## src/rtl/shift_add_mult_ctrl.sv

```systemverilog
// shift_add_mult_ctrl: sequential shift-add unsigned multiplier, one multiplier bit per cycle.
// Fixed latency of W cycles from the accepting edge to the done pulse.
module full_adder (
    input  logic a,
    input  logic b,
    input  logic ci,
    output logic s,
    output logic co
);
    assign s  = a ^ b ^ ci;
    assign co = (a & b) | (ci & (a ^ b));
endmodule

module shift_add_mult_ctrl #(
    parameter int unsigned W = 8
) (
    input  logic           clk,
    input  logic           rst_n,
    input  logic           start,
    input  logic [W-1:0]   a,
    input  logic [W-1:0]   b,
    output logic           busy,
    output logic           done,
    output logic [2*W-1:0] product
);
    localparam int unsigned CW = (W > 2) ? $clog2(W) : 1;
    localparam logic [CW-1:0] LAST = CW'(W - 1);

    typedef enum logic [1:0] {IDLE, RUN, DONE} state_t;

    state_t        state;
    logic [W-1:0]  mcand;
    logic [W-1:0]  mplr;
    logic [W-1:0]  acc;
    logic [CW-1:0] cnt;
    logic [W-1:0]  sum;
    logic [W:0]    c;

    // The ripple carry-out is the bit that shifts into the accumulator MSB.
    assign c[0] = 1'b0;
    for (genvar i = 0; i < W; i++) begin : g_fa
        full_adder u_fa (
            .a  (acc[i]),
            .b  (mcand[i] & mplr[0]),
            .ci (c[i]),
            .s  (sum[i]),
            .co (c[i+1])
        );
    end

    always_ff @(posedge clk or negedge rst_n) begin
        if (!rst_n) begin
            state   <= IDLE;
            mcand   <= '0;
            mplr    <= '0;
            acc     <= '0;
            cnt     <= '0;
            busy    <= 1'b0;
            done    <= 1'b0;
            product <= '0;
        end else begin
            case (state)
                IDLE: if (start) begin
                    mcand <= a;
                    mplr  <= b;
                    acc   <= '0;
                    cnt   <= '0;
                    busy  <= 1'b1;
                    state <= RUN;
                end
                RUN: begin
                    acc  <= {c[W], sum[W-1:1]};
                    mplr <= {sum[0], mplr[W-1:1]};
                    cnt  <= cnt + 1'b1;
                    if (cnt == LAST) begin
                        product <= {c[W], sum, mplr[W-1:1]};
                        done    <= 1'b1;
                        state   <= DONE;
                    end
                end
                DONE: begin
                    done  <= 1'b0;
                    busy  <= 1'b0;
                    state <= IDLE;
                end
                default: state <= IDLE;
            endcase
        end
    end
endmodule

```

## config.mk

```make
export PLATFORM = sky130hd
export DESIGN_NAME = shift_add_mult_ctrl
export DESIGN_NICKNAME = d
export VERILOG_FILES = /design/src/rtl/shift_add_mult_ctrl.sv
export SDC_FILE = /design/constraint.sdc
export NUM_CORES = 1
export LEC_CHECK = 0
export CORE_MARGIN = 2
export CORE_UTILIZATION = 61
export CTS_CLUSTER_DIAMETER = 120
export DETAILED_ROUTE_END_ITERATION = 10
export DONT_BUFFER_PORTS = 1
export GPL_TIMING_DRIVEN = 1
export MAX_ROUTING_LAYER = met4
export PLACE_DENSITY = 0.75
export SYNTH_ARGS = -nofsm -noshare
export SYNTH_HDL_FRONTEND = slang
export SYNTH_SLANG_ARGS = --single-unit
```

## constraint.sdc

```tcl
create_clock -name clk -period 4.9 [get_ports clk]
set_clock_uncertainty 0.1 [all_clocks]
set_input_delay 0.98 -clock clk [delete_from_list [all_inputs] [get_ports clk]]
set_output_delay 0.98 -clock clk [all_outputs]
set_load 0.01 [all_outputs]
```

==> impl_metrics.tcl <==
set metrics [dict create \
    critPathKind "reg -> reg" \
    wl_per_cell_microns 17.1 \
    setup_ws_ns 1.18 \
    synth_top_family_by_area "compound AO/OA/AOI/OAI gates" \
    synth-xor-area-share_pct 0 \
    cp_cell_sequence "and2_1 > ha_1 > inv_1 > fa_1 > fa_1 > fa_1 > fa_1 > inv_1 > fa_1 > fa_1 > inv_1 > fa_1 > o21ai_0" \
    drtIter0Drc 89 \
    cts_resized 0 \
    place_inst 203 \
    syn-cell-area_sq_um 2040 \
    p_total_w 0.00151 \
    status "complete, no violations" \
    period_needed_ns 3.72 \
    core-area_sq_um 3100 \
    drcViolationCount 0 \
    maxCapViolations 0 \
    numCtsBuffers 5 \
    grt_pass1_vias 1305 \
    grt.overflow.total 0 \
    final-setup-viol-count 0 \
    cp_top_family "adder cells" \
    ir_worst_vdd_uv 354 \
    ys_seq_area_share_pct 57.8 \
    synth_top_area_share_pct 57.8 \
    cp-end-kind "flip-flop" \
    dp_slack_ns 1.21 \
    path_common_cell "fa_1" \
    r2r_start "mplr[0]" \
    drt_first_pass_iters 4 \
    grt_max_degree 48 \
    max_freq_mhz 269 \
    cp.buffers_inverters 3 \
    p_per_area_nw_per_um2 706 \
    start_util_pct 65.6 \
    r2r_end "product[14]" \
    fin_cells 211 \
    r2r_slack_ns 1.18 \
    synthSimpleGateAreaFrac_pct 6.15 \
    cts_setup_buffers 0 \
    via_count 1239 \
    die_h_microns 61.8 \
    clock_latency_ns 0.36 \
    syn_avg_cell_area_sq_um 12.2 \
    crit_fanout 10 \
    synth_nets 196 \
    hold_buffers 0 \
    crit_path_max_incr_delay_ns 0.53 \
    syn_inst 167 \
    fp-row-count 20 \
    rr_worst_depth 13 \
    rsz0062_at_grt "false" \
    grt_pass1_wl_microns 5880 \
    ios 37 \
    crit_path_top_delay_cell "dfrtp_1" \
    startpoint_type "flip-flop" \
    fin_tns_setup_ns 0 \
    antenna_found_initial 0 \
    tightest_slew_ns 0.933 \
    cts_tree "done" \
    fp.dieW_microns 61.8 \
    synth.distinct_cells 21 \
    htreeDepth 2 \
    muxShareOfSynthArea_pct 9.96 \
    clock-sinks 47 \
    arrival_ns 3.85 \
    diodes 0 \
    vias_per_cell 5.87 \
    ys_ff_latch 47 \
    io_buffers 0 \
    detail-route-antenna-nets 0 \
    critPathRequiredTime_ns 5.03 \
    slew_headroom_pct 37.6 \
    yosysTopAreaCell "dfrtp_1" \
    synth_adder_area_share_pct 8.73 \
    dieArea_sq_um 3820 \
    yosys-top-cells-area "dfrtp_1 (58%), fa_1 (6.9%), mux2_2 (6.1%)" \
    final_common_cell "dfrtp_1" \
    ys.warnings.count 0 \
    finalHoldViolations 0 \
    hold_class "in -> async" \
    area_growth_pct 5.16 \
    final_cell_mix "dfrtp_1 (47), nand2_1 (18), o22ai_1 (16)" \
    fin_nets 195 \
    clk_pin_slew_ns 0.13 \
    groute.usage.overall_pct 23.0 \
    layout-drive-gt1-share_pct 12.6 \
    slew_viol_final 0 \
    synth_compound_area_share_pct 13.6 \
    drt-total-wl_microns 3610 \
    cts_root_buf "clkbuf_4" \
    place_congestion 0.809 \
    p_leak_nw 0.925 \
    clock_tree.buffer_depth 2 \
    period_share_pct 76.0 \
    dp_hpwl_microns 2550 \
]
routing by layer:
metal	part of all wire [%]	wire length, microns	GRT usage (%)
met4	1.8	65	10.0
met2	51	1860	37.0
met5	0	0	-
met3	4.6	167	5.80
met1	42	1520	27.8
cells in the mapped netlist, drive strengths merged:
| cell type | instances |
|---|---|
| dfrtp | 47 |
| mux2 | 18 |
| nand2 | 18 |
| o22ai | 16 |
| o21ai | 13 |
| a21oi | 12 |
| inv | 10 |
| fa | 7 |
| buf | 5 |
| a22o | 4 |
| and2 | 3 |
| clkbuf | 3 |
| ha | 3 |
| nand2b | 2 |
| nor2 | 2 |
| clkinv | 1 |
| nand3b | 1 |
| o21bai | 1 |
| o2bb2ai | 1 |
report_power, final:
| part | switching, W | total (W) | internal, W |
|---|---|---|---|
| registers | 0.000163 | 0.000737 | 0.000574 |
| clock network | 0.000118 | 0.000239 | 0.000121 |
| logic | 0.000274 | 0.000536 | 0.000262 |
metrics by stage:
stage	util [%]	cell area, sq um	hold slack [ns]
3_5_place_dp	66.2	2050	0.374
5_1_grt	69.0	2140	0.157
3_3_place_gp	66.2	2050	0.365
4_1_cts	69.0	2140	0.183
6_report	69.0	2140	0.193
2_1_floorplan	-	2040	0.350
worst max-delay path by stage:
stage                     startpoint          end  slack, ns  cells after the start
after global placement       mplr[0]       acc[6]       1.34                     13
after floorplan              mplr[0]  product[14]       1.35                     14
final                        mplr[0]  product[14]       1.18                     13
after CTS                    mplr[0]       acc[6]       1.19                     13
after detailed placement     mplr[0]       acc[6]       1.21                     13
after global routing         mplr[0]  product[14]       0.95                     13
logic make-up after synthesis:
group,count (synthesis)
AND/OR/NAND/NOR,26
multiplexers,18
AO/OA/AOI/OAI,47
buffers and inverters,19
flip-flops,47
adder cells (fa/ha/maj),10
registers in the layout, indices dropped and copies added (netlist names):
name / flops
acc: 8
busy: 1
cnt: 3
done: 1
mcand: 8
mplr: 8
product: 16
state: 2
cell type report:
type | instances | area, sq um
inverters | 11 | 41.3
well taps | 44 | 55.1
multi-input cells | 101 | 782
clock inverters | 2 | 35.0
flip-flops and latches | 47 | 1180
clock buffers | 6 | 51.3
fillers | 253 | 962
Power figures use the tool's default switching activity.
